[src/rtl/seq_divider.sv]
// Sequential restoring divider: 2W-bit dividend / W-bit divisor -> W-bit quotient and remainder, Start/Finish handshake.
// Latency W+2 edges from the Start edge (2 edges on divide-by-zero or early overflow); Start ignored while busy.
// Optional build macro DIV_SIGN_SEL_EN adds SignedOp to select unsigned (0) or signed (1) operation.
module seq_divider #(
    parameter int WIDTH = 8
) (
    input  logic               clk,
    input  logic               Resetn,
    input  logic               Start,
`ifdef DIV_SIGN_SEL_EN
    input  logic               SignedOp,
`endif
    input  logic [2*WIDTH-1:0] Dividend,
    input  logic [WIDTH-1:0]   Divisor,
    output logic [WIDTH-1:0]   Quotient,
    output logic [WIDTH-1:0]   Remainder,
    output logic               Finish,
    output logic               DivByZero,
    output logic               Overflow
);

    localparam int DW = 2 * WIDTH;
    localparam int CW = (WIDTH > 1) ? $clog2(WIDTH) : 1;
    localparam logic [CW-1:0]  CNT_LAST  = CW'(WIDTH - 1);
    localparam logic [WIDTH:0] POS_LIMIT = {2'b00, {(WIDTH-1){1'b1}}};
    localparam logic [WIDTH:0] NEG_LIMIT = {2'b01, {(WIDTH-1){1'b0}}};

    typedef enum logic [2:0] {
        S_IDLE,
        S_LOAD,
        S_ITER,
        S_FIX,
        S_DONE
    } state_t;

    state_t            state_q;
    logic [DW-1:0]     dvd_q;
    logic [WIDTH-1:0]  dvs_q;
    logic [WIDTH-1:0]  mag_dvs_q;
    logic [WIDTH-1:0]  rem_q;
    logic [WIDTH-1:0]  quo_q;
    logic [CW-1:0]     cnt_q;
    logic              sq_q;
    logic              sr_q;
    logic              dbz_pend_q;
    logic              ovf_pend_q;
    logic              op_signed;

`ifdef DIV_SIGN_SEL_EN
    logic              signed_q;
    assign op_signed = signed_q;
`else
    assign op_signed = 1'b1;
`endif

    // Operand magnitudes; the extra top bit lets the most-negative dividend negate without wrapping.
    logic              dvd_neg;
    logic              dvs_neg;
    logic [DW:0]       dvd_ext;
    logic [DW:0]       dvd_mag;
    logic [WIDTH:0]    dvs_ext;
    logic [WIDTH:0]    dvs_mag;
    logic [WIDTH-1:0]  dvd_upper;
    logic [WIDTH-1:0]  dvd_lower;
    logic              dvs_zero;
    logic              early_ovf;

    assign dvd_neg   = op_signed & dvd_q[DW-1];
    assign dvs_neg   = op_signed & dvs_q[WIDTH-1];
    assign dvd_ext   = {dvd_neg, dvd_q};
    assign dvs_ext   = {dvs_neg, dvs_q};
    assign dvd_mag   = dvd_neg ? -dvd_ext : dvd_ext;
    assign dvs_mag   = dvs_neg ? -dvs_ext : dvs_ext;
    assign dvd_upper = dvd_mag[DW-1:WIDTH];
    assign dvd_lower = dvd_mag[WIDTH-1:0];
    assign dvs_zero  = (dvs_q == '0);
    assign early_ovf = (dvd_upper >= dvs_mag[WIDTH-1:0]);

    // One restoring step: partial remainder stays below |Divisor|, so W bits hold it between steps.
    logic [WIDTH:0]    shifted;
    logic [WIDTH:0]    diff;
    logic              trial_ge;
    logic [WIDTH-1:0]  rem_d;
    logic [WIDTH-1:0]  quo_d;
    logic [CW-1:0]     cnt_d;

    assign shifted  = {rem_q, quo_q[WIDTH-1]};
    assign diff     = shifted - {1'b0, mag_dvs_q};
    assign trial_ge = (shifted >= {1'b0, mag_dvs_q});
    assign rem_d    = trial_ge ? diff[WIDTH-1:0] : shifted[WIDTH-1:0];
    assign quo_d    = {quo_q[WIDTH-2:0], trial_ge};
    assign cnt_d    = cnt_q - CW'(1);

    logic              fix_ovf;
    logic [WIDTH-1:0]  quo_signed;
    logic [WIDTH-1:0]  rem_signed;

    assign fix_ovf    = op_signed & (sq_q ? ({1'b0, quo_q} > NEG_LIMIT)
                                          : ({1'b0, quo_q} > POS_LIMIT));
    assign quo_signed = sq_q ? -quo_q : quo_q;
    assign rem_signed = sr_q ? -rem_q : rem_q;

    logic unused_bits;
    assign unused_bits = ^{dvd_mag[DW], dvs_mag[WIDTH], diff[WIDTH]};

    always_ff @(posedge clk or negedge Resetn) begin
        if (!Resetn) begin
            state_q    <= S_IDLE;
            dvd_q      <= '0;
            dvs_q      <= '0;
            mag_dvs_q  <= '0;
            rem_q      <= '0;
            quo_q      <= '0;
            cnt_q      <= '0;
            sq_q       <= 1'b0;
            sr_q       <= 1'b0;
            dbz_pend_q <= 1'b0;
            ovf_pend_q <= 1'b0;
`ifdef DIV_SIGN_SEL_EN
            signed_q   <= 1'b0;
`endif
            Quotient   <= '0;
            Remainder  <= '0;
            Finish     <= 1'b0;
            DivByZero  <= 1'b0;
            Overflow   <= 1'b0;
        end else begin
            case (state_q)
                S_IDLE: begin
                    if (Start) begin
                        dvd_q    <= Dividend;
                        dvs_q    <= Divisor;
`ifdef DIV_SIGN_SEL_EN
                        signed_q <= SignedOp;
`endif
                        state_q  <= S_LOAD;
                    end
                end
                S_LOAD: begin
                    sq_q       <= dvd_neg ^ dvs_neg;
                    sr_q       <= dvd_neg;
                    mag_dvs_q  <= dvs_mag[WIDTH-1:0];
                    rem_q      <= dvd_upper;
                    quo_q      <= dvd_lower;
                    cnt_q      <= CNT_LAST;
                    dbz_pend_q <= dvs_zero;
                    ovf_pend_q <= !dvs_zero && early_ovf;
                    // Early exits pass through FIX so every result is published from a single place.
                    state_q    <= (dvs_zero || early_ovf) ? S_FIX : S_ITER;
                end
                S_ITER: begin
                    rem_q <= rem_d;
                    quo_q <= quo_d;
                    cnt_q <= cnt_d;
                    if (cnt_q == '0) begin
                        state_q <= S_FIX;
                    end
                end
                S_FIX: begin
                    Finish  <= 1'b1;
                    state_q <= S_DONE;
                    if (dbz_pend_q) begin
                        DivByZero <= 1'b1;
                        Quotient  <= '0;
                        Remainder <= '0;
                    end else if (ovf_pend_q || fix_ovf) begin
                        Overflow  <= 1'b1;
                        Quotient  <= '0;
                        Remainder <= '0;
                    end else begin
                        Quotient  <= quo_signed;
                        Remainder <= rem_signed;
                    end
                end
                S_DONE: begin
                    if (Start) begin
                        dvd_q     <= Dividend;
                        dvs_q     <= Divisor;
`ifdef DIV_SIGN_SEL_EN
                        signed_q  <= SignedOp;
`endif
                        Finish    <= 1'b0;
                        DivByZero <= 1'b0;
                        Overflow  <= 1'b0;
                        state_q   <= S_LOAD;
                    end
                end
                default: begin
                    state_q <= S_IDLE;
                end
            endcase
        end
    end

endmodule

[config.mk]
export PLATFORM = sky130hd
export DESIGN_NAME = seq_divider
export DESIGN_NICKNAME = d
export VERILOG_FILES = /design/src/rtl/seq_divider.sv
export SDC_FILE = /design/constraint.sdc
export NUM_CORES = 1
export LEC_CHECK = 0
export CAP_MARGIN = 20
export CORE_AREA = 4 4 97 99
export DETAILED_ROUTE_END_ITERATION = 8
export DIE_AREA = 0 0 101 103
export PLACE_DENSITY = 0.85
export SLEW_MARGIN = 25
export SYNTH_ARGS = -nofsm -noshare
export SYNTH_HDL_FRONTEND = slang
export SYNTH_SLANG_ARGS = --single-unit
[constraint.sdc]
create_clock -name clk -period 2.65 [get_ports clk]
set_input_delay 0.795 -clock clk [delete_from_list [all_inputs] [get_ports clk]]
set_output_delay 0.795 -clock clk [all_outputs]
set_load 0.005 [all_outputs]
# --- After elaboration in Yosys (flattened, before gate mapping) ---
# Index checks and enable logic that the tools add are counted.
classes:
  add_sub_neg: 6
  magnitude_cmp: 4
  n_eq_ne: 10
  n_mux: 24
  bitwise: 1
  n_reduce_logical: 15
ops:
  columns: ["op", "count"]
  rows:
  - ["8-bit 2-to-1 mux", 8]
  - ["8-bit one-hot mux with 2 select lines", 2]
  - ["8-bit negator", 3]
  - ["16-bit 2-to-1 mux", 1]
  - ["16-bit negator", 1]
  - ["3-bit one-hot mux with 4 select lines", 1]
  - ["2-bit inequality test (second input constant)", 5]
  - ["9-bit by 8-bit >= comparator with 1-bit output", 1]
  - ["8-bit >= comparator", 1]
  - ["8-bit by 7-bit > comparator with 1-bit output (second input constant)", 1]
  - ["8-bit > comparator (second input constant)", 1]
  - ["8-bit zero test", 1]
  - ["8-bit subtractor", 1]
  - ["3-bit by 2-bit == test with 1-bit output (second input constant)", 2]
  - ["3-bit zero test", 2]
  - ["1-bit 2-to-1 mux", 6]
  - ["3-bit 2-to-1 mux", 2]
  - ["1-bit one-hot mux with 2 select lines", 3]
  - ["3-bit one-hot mux with 2 select lines", 1]
  - ["2-bit AND reduction", 3]
  - ["4-bit AND reduction", 1]
  - ["2-bit nonzero test", 2]
  - ["3-bit by 1-bit == test with 1-bit output (second input constant)", 1]
  - ["3-bit == test (second input constant)", 1]
  - ["other kinds (8)", 9]
word_totals:
  reg_bits: 77
  output_inout_bits: 19
  word_cells: 76

# --- Longest topological paths before layout ---
# Gate-level depths: netlist of the first run.
depth:
  ltp_word: 6
  depth_mapped: 12
  ltp_nobuf: 12

# --- Worst setup path after synthesis of the first run ---
# No wires, ideal clock.
synth_path:
  path_type: "reg2reg"
  start: "register dvd_q[3]"
  end: "register state_q[0]"
  setup_ps: 139
  t_arrival_ps: 2428
  t_required_ps: 2511
  setup_slack_ps: 83
  stages_incl_launch_ff: 12
  n_path_buf: 0
  synth_period_minus_slack_ps: 2567
  path_cell_list: "dfrtp_1 nor4_2 nand2_1 or4_4 nand2_1 xnor2_1 ha_1 a21o_1 a21o_1 a21oi_1 o31a_1 a31oi_1"
synth_between:
  elab_chain_len: 6
synth_rtl:
  columns: ["item", "line_no", "rtl"]
  rows:
  - ["start: declaration", "37", "logic [DW-1:0] dvd_q;"]
  - ["start signal: assignment", "131", "dvd_q <= Dividend;"]
  - ["start signal: assignment", "177", "dvd_q <= Dividend;"]
  - ["16-bit negator", "72", "assign dvd_mag = dvd_neg ? -dvd_ext : dvd_ext;"]
  - ["16-bit 2-to-1 mux", "72", null]
  - ["8-bit >= comparator", "77", "assign early_ovf = (dvd_upper >= dvs_mag[WIDTH-1:0]);"]
  - ["1-bit logical OR", "149", "state_q <= (dvs_zero || early_ovf) ? S_FIX : S_ITER;"]
  - ["1-bit 2-to-1 mux", "149", null]
  - ["3-bit one-hot mux with 4 select lines", "128", "case (state_q)"]
  - ["end signal: assignment", "149", null]
  - ["end: declaration", "36", "state_t state_q;"]
# Every way passes these cells.
# A chain may end at the register's enable or synchronous reset.

# --- Worst setup path in the final report of the first run ---
layout_path:
  start: "register dvd_q[1]"
  end: "register state_q[0]"
# Same word-level chain as after synthesis.

==> metrics.txt, run 1 <==
GP Congestion 0.898; Synth Register Bits 77; worst-path cell chain nor4_4 -> nand2_1 -> or4_4 -> nand2_4 -> xnor2_2 -> ha_1 -> a21o_1 -> a21o_1 -> a21oi_2 -> o31a_1 -> a31oi_1; Hold Path Class primary input to asynchronous set/reset pin; Leakage roughly 2.4 nW; Num CTS Buffers 9; most common cell after layout, fill and taps aside dfrtp_1; Worst R2R End state_q[0]$_DFFE_PN0P_; met3 WL ~700 µm; initial antenna violation count 0; die width about 100 µm; Cells after Synth 447; sequential cell area fraction in the yosys report roughly 44%; area delta synth->final 23.6%; Total Routing Usage GR 21.1%; crit path max fanout 4; via count about 3.6k; CTS root buf clkbuf_8; core area 0.00855 mm²; skew final 0.0134 ns; Final Instance Count excl. Fillers between 600 and 700; Max Fclk about 380 MHz; vias in the first global route approximately 3.6k; CTS tree built; start point of the critical path dvd_q[1]$_DFFE_PN0P_; Synth top area share about 44%; drt first pass iters 5; flop2flop setup slack between 0.01 and 0.015 ns; Avg Cell Area, Syn about 10 µm²; die area roughly 0.010 mm²; H-tree depth 3; Iter 0 DRT Violations around 310; maximum number of pins on one net before global-route repair around 80; crit start category register; Routed Antenna Nets 0; syn nets ~500; starting density of the core 51.0%; worst setup path class register to register; Power Density roughly 1500 mW/mm²; n_diodes 0; TritonCTS Sinks 77; RSZ-0062 raised after global routing true; Worst EP required between 2 and 3 ns; clock slew at reported path FFs around 0.09 ns; r2r startpoint dvd_q[1]$_DFFE_PN0P_; critical path capture point state_q[0]$_DFFE_PN0P_; Rel. slew slack between 60% and 70%; worst slew pin tran between 0.5 and 0.6 ns; Top Family by Delay on Critical Path simple AND/OR/NAND/NOR gates; multi-input logic area approximately 0.0023 mm²; first-pass GRT wire length ~17 mm; Worst VDD drop roughly 0.75 mV; vias per cell 5.74; EDFF count, synth 0; Die Y roughly 100 µm; DRC viols 0; DP Wirelength about 7 mm; FFs w/ async S/R, synth 100%; final WL just over 10 mm; critical path depth 11; fillers around 700; Routed met2 length about 5 mm; crit share post-route 99.5%; Top Layer Used met4; Max clock buf depth 2; Final TNS setup 0 ns; Bufs and invs on worst path 0; hold_buf cts 0; total grt overflow 0; library cells used by synthesis between 50 and 60; Post-Syn Area 0.00436 mm²; synth top area cells dfrtp_1, ha_1, nand2_1, mux2_2, xnor2_1; share of cells above drive strength 1 between 10% and 20%; I/O Buffers 45; fin. max-slew vios 0; Final Setup Violations 0; Metal-1 WL about 4.4 mm; num rows 34; most used cells in the layout excluding fill and tap cells dfrtp_1, nand2_1, clkdlybuf4s50_1; Worst R2R Path Depth 11; crit path DAT 2.87 ns; top cell type by total area after synthesis dfrtp_1; Inst Count DP about 600; Skew-Pair Late Insertion Delay between 0.3 and 0.4 ns; max cap viols 0; Top FF cell, synth dfrtp_1; Warnings, synthesis 0; Final Hold Vio Count 0; FF+latch area between 0.0015 and 0.002 mm²; I/O pins 46; Crit path top cell by count a21o_1; CP max stage delay ~0.45 ns; Post-Route Utilization 63.1%; Max stage delay cell, worst path dfrtp_2; Final #Nets about 560; status complete, no violations; drt wl/cell about 17 µm; Tmin final around 2.6 ns; element type at the critical path end register
==> how the worst min path moves through the flow <==
stage	start	end	slack, ns	cells after the start
global placement	Finish$_DFFE_PN0P_	Finish$_DFFE_PN0P_	0.46	2
global route	Resetn	Remainder[0]$_DFFE_PN0P_	0.47	2
detailed placement	Finish$_DFFE_PN0P_	Finish$_DFFE_PN0P_	0.47	2
floorplan	cnt_q[2]$_DFFE_PN0N_	cnt_q[2]$_DFFE_PN0N_	0.45	1
CTS	Resetn	Quotient[5]$_DFFE_PN0P_	0.44	2
finish	Resetn	Remainder[0]$_DFFE_PN0P_	0.45	2
==> kinds of logic (layout without fill, tap and decap cells) <==
| kind of cell | count (synthesis) | after routing | synth area share [%] |
|---|---|---|---|
| AO/OA/AOI/OAI | 114 | 114 | 16.4 |
| XOR/XNOR | 36 | 36 | 7.23 |
| adder cells (fa/ha/maj) | 23 | 23 | 6.77 |
| buffers and inverters | 41 | 108 | 3.87 |
| flip-flops | 77 | 77 | 44.2 |
| multiplexers | 30 | 30 | 7.46 |
| AND/OR/NAND/NOR | 126 | 126 | 14.1 |
==> stage by stage <==
stage               hold WS [ns]  power, W  area (µm²)  setup slack (ns)
floorplan                  0.447   0.00513        4360            0.0828
global placement           0.462   0.00615        5030          0.000326
detailed placement         0.469   0.00638        5030            -0.114
CTS                        0.445   0.00761        5320            0.0171
global route               0.473   0.00848        5390            -0.144
finish                     0.449   0.00783        5390            0.0137
==> repair_timing <==
action	in CTS	in global routing
buffers inserted	2	5
endpoints found under the setup margin	2	2
pin swaps	9	2
resized for setup	5	7
==> state kept, by name (all words and copies together) (netlist names), 3 cells and up <==
signal	flops
state_q	3
dvd_q	16
cnt_q	3
quo_q	8
dvs_q	8
Quotient	8
mag_dvs_q	8
rem_q	8
Remainder	8
==> layer usage <==
| metal | vias to the layer above | GRT usage (%) |
|---|---|---|
| li1 | 1707 | - |
| met1 | 1693 | 27.4 |
| met2 | 137 | 34.3 |
| met3 | 33 | 4.94 |
| met4 | 0 | 8.69 |
| met5 | - | 0 |
==> where the power goes <==
part           leakage, nW  switching, W  internal (W)
Clock                0.127      0.000487      0.000642
Sequential           0.946      0.000694       0.00172
Combinational         1.29       0.00221       0.00208
Total                 2.36       0.00339       0.00444
==> final cells by class <==
cell class | count | share of cell area (%)
Clock inverter | 7 | 2.37
Multi-Input combinational cell | 329 | 43.2
Inverter | 21 | 1.46
Tap cell | 108 | 2.51
Timing Repair Buffer | 71 | 12.4
Sequential cell | 77 | 35.8
Clock buffer | 9 | 2.30
==> synthesized netlist by cell type, types with 9 or more instances <==
master     n
clkbuf_1  15
mux2i_1   10
o21ai_1   19
mux2_2    20
dfrtp_1   77
o21ai_0   30
nor2_1    17
ha_1      22
xor2_1    18
xnor2_1   18
nand2_1   64
a21oi_1   13
o31ai_1    9
inv_1     20
Power figures use the tool's default switching activity.
==> run 2, diff against run 1 <==
--- a/config.mk
+++ b/config.mk
@@ -7,6 +7,7 @@
 export LEC_CHECK = 0
 export CAP_MARGIN = 20
 export CORE_AREA = 4 4 97 99
+export CTS_CLUSTER_DIAMETER = 60
 export DETAILED_ROUTE_END_ITERATION = 8
 export DIE_AREA = 0 0 101 103
 export PLACE_DENSITY = 0.85
==> results of run 2 <==
Final layout, timing and power as in run 1 (identical DEF).
==> run 3, diff against run 2 <==
--- a/config.mk
+++ b/config.mk
@@ -6,12 +6,12 @@
 export NUM_CORES = 1
 export LEC_CHECK = 0
 export CAP_MARGIN = 20
-export CORE_AREA = 4 4 97 99
+export CORE_AREA = 4 4 93 95
 export CTS_CLUSTER_DIAMETER = 60
 export DETAILED_ROUTE_END_ITERATION = 8
-export DIE_AREA = 0 0 101 103
-export PLACE_DENSITY = 0.85
-export SLEW_MARGIN = 25
+export DIE_AREA = 0 0 97 99
+export PLACE_DENSITY = 0.88
+export SLEW_MARGIN = 0
 export SYNTH_ARGS = -nofsm -noshare
 export SYNTH_HDL_FRONTEND = slang
 export SYNTH_SLANG_ARGS = --single-unit
==> constraint.sdc (replaced) <==
create_clock -name clk -period 2.43 [get_ports clk]
set_input_delay 0.729 -clock clk [delete_from_list [all_inputs] [get_ports clk]]
set_output_delay 0.729 -clock clk [all_outputs]
set_load 0.005 [all_outputs]
==> run 3 against run 2 <==
- the run now ends with setup timing left
- cell area increased by 1.3%
- clock skew is essentially flat
- largest cell class unchanged
- routed wire length rose by 3.8%
- sequential share of layout area down 0.50 points
- highest routed layer unchanged
- largest power group unchanged
- core utilization grew 7.6 points
- via count is 3.4% higher
==> metrics.txt, run 3 (synthesis gave the netlist of run 1 again) <==
num rows 32; Final #Nets approximately 580; core area a little under 0.008 mm²; crit path DAT 2.95 ns; Post-Route Utilization a little over two thirds; crit start category register; share of cells above drive strength 1 ~18%; starting density of the core a little under three fifths; multi-input logic area 0.00233 mm²; TritonCTS Sinks slightly below 80; H-tree depth 3; Sw Ratio between 40 and 50%; most used cells in the layout excluding fill and tap cells dfrtp_1, nand2_1, clkdlybuf4s50_1; total grt overflow 0; Worst VDD drop roughly 0.82 mV; maximum number of pins on one net before global-route repair between 50 and 60; crit path max fanout 3; DP Wirelength about 7.5 mm; worst slew pin tran between 0.5 and 0.6 ns; GP Congestion 0.899; drt first pass iters 5; Reg power frac a little under 30%; Iter 0 DRT Violations approximately 200; Top reg by flops dvd_q; Num CTS Buffers 9; vias per cell roughly 6; first-pass GRT wire length between 15 and 20 mm; Max Fclk ~370 MHz; Final Hold Vio Count 0; I/O Buffers 45; Crit path top cell by count a21o_1; drt wl/cell ~17 µm; Inst Count DP about 600; Total Routing Usage GR a little under a quarter; Max clock buf depth 2; final worst setup slack -0.283 ns; status complete, but fails checks; element type at the critical path end register; hold_buf cts 0; Skew-Pair Late Insertion Delay 0.37 ns; CP max stage delay between 0.4 and 0.5 ns; Worst R2R Path Depth 11; Tmin final between 2 and 3 ns; worst setup path class register to register; I/O pins 46; max cap viols 0; clock share of power around an eighth; vias in the first global route 3,715; Hold Path Class primary input to asynchronous set/reset pin; crit share post-route 112%; Final Instance Count excl. Fillers roughly 630; n_diodes 0; Max stage delay cell, worst path or4_4; die width 97 µm; Routed Antenna Nets 0; final WL around 11 mm; Rel. slew slack around 64%; die area about 0.0096 mm²; failing checks setup timing; most common cell after layout, fill and taps aside dfrtp_1; FF+latch area 0.00193 mm²; RSZ-0062 raised after global routing true; initial antenna violation count 0; Worst EP required roughly 2.7 ns; CTS tree built; Final Setup Violations 2; DRC viols 0; fillers between 500 and 600; P_int about 0.0048 W; Die Y a little under 100 µm; clock slew at reported path FFs about 0.090 ns; Leakage 2.42 nW; via count around 3.7k; worst-path cell chain nor4_4 -> nand2_1 -> or4_4 -> nand2_4 -> xnor2_2 -> ha_1 -> a21o_1 -> a21o_1 -> a21oi_2 -> o31a_1 -> a31oi_1; max reg flops 16; fin. max-slew vios 0; PnR Total Power 0.00865 W; CTS root buf clkbuf_8; Net Switching around 0.0038 W; area delta synth->final 25.2%; skew final between 0.01 and 0.015 ns; combinational power share roughly three fifths; Power Density roughly 1600 mW/mm²
-- run 3: cell count changes in the layout (fill, tap and decap cells not counted), moves of 2 or more --
cell | before | now
buf_4 | 25 | 41
bufinv_16 | 3 | 1
dfrtp_1 | 75 | 77
dfrtp_2 | 2 | 0
-- run 3: power by group through the flow --
stage	sequential (W)	clock [W]	combinational, W
after global routing	0.00266	0.00110	0.00557
after detailed placement	0.00254	0	0.00469
after global placement	0.00249	0	0.00443
final	0.00257	0.00102	0.00506
after floorplan	0.00237	0	0.00323
after CTS	0.00254	0.00103	0.00489
-- run 3: worst paths after layout --
kind                                          start                        to  slack, ns
max                            dvd_q[0]$_DFFE_PN0P_    state_q[0]$_DFFE_PN0P_      -0.28
max reg2reg                    dvd_q[0]$_DFFE_PN0P_    state_q[0]$_DFFE_PN0P_      -0.28
min in group clk           Remainder[6]$_DFFE_PN0P_  Remainder[6]$_DFFE_PN0P_       0.48
max in group asynchronous                    Resetn          sr_q$_DFFE_PN0P_       1.58
min                                          Resetn      dvd_q[1]$_DFFE_PN0P_       0.26
min reg2reg                Remainder[6]$_DFFE_PN0P_  Remainder[6]$_DFFE_PN0P_       0.48
-- run 3: final cells by class --
class	instances	area share [%]
clock buffers	9	2.27
clock inverters	7	1.47
inverters	21	1.44
multi-input cells	329	42.8
flip-flops and latches	77	35.3
well taps	102	2.34
repair buffers	87	14.4
-- run 3: worst max-delay path: cells and delay by family, from the launching register on --
family                   cells  cell delay (ns)
adder cells (fa/ha/maj)      1             0.26
XOR/XNOR                     1             0.11
AO/OA/AOI/OAI                5             0.72
AND/OR/NAND/NOR              4             1.05
flip-flops                   1             0.44
-- run 3: timing repair --
action,CTS,global route
setup endpoints to repair,2,2
resized for setup,6,4
endpoints found under the hold margin,0,0
setup buffers,3,3
pin swaps,2,3
-- run 3: per-stage QoR --
stage	worst slack, ns	setup TNS, ns	hold slack (ns)	instance area [µm²]
floorplan	-0.0354	-0.0611	0.433	4370
detailed placement	-0.202	-0.381	0.472	5150
CTS	-0.146	-0.262	0.278	5420
finish	-0.283	-0.533	0.263	5460
global placement	-0.0968	-0.182	0.459	5150
global route	-0.408	-0.774	0.289	5460
-- run 3: per-layer routing --
metal  track usage (%)  wire length, µm  share of wire (%)
met1              28.4             4420                 41
met5                 0                0                  0
met3              3.54              674                6.3
met4              8.86              372                3.5
met2              39.7             5280                 49
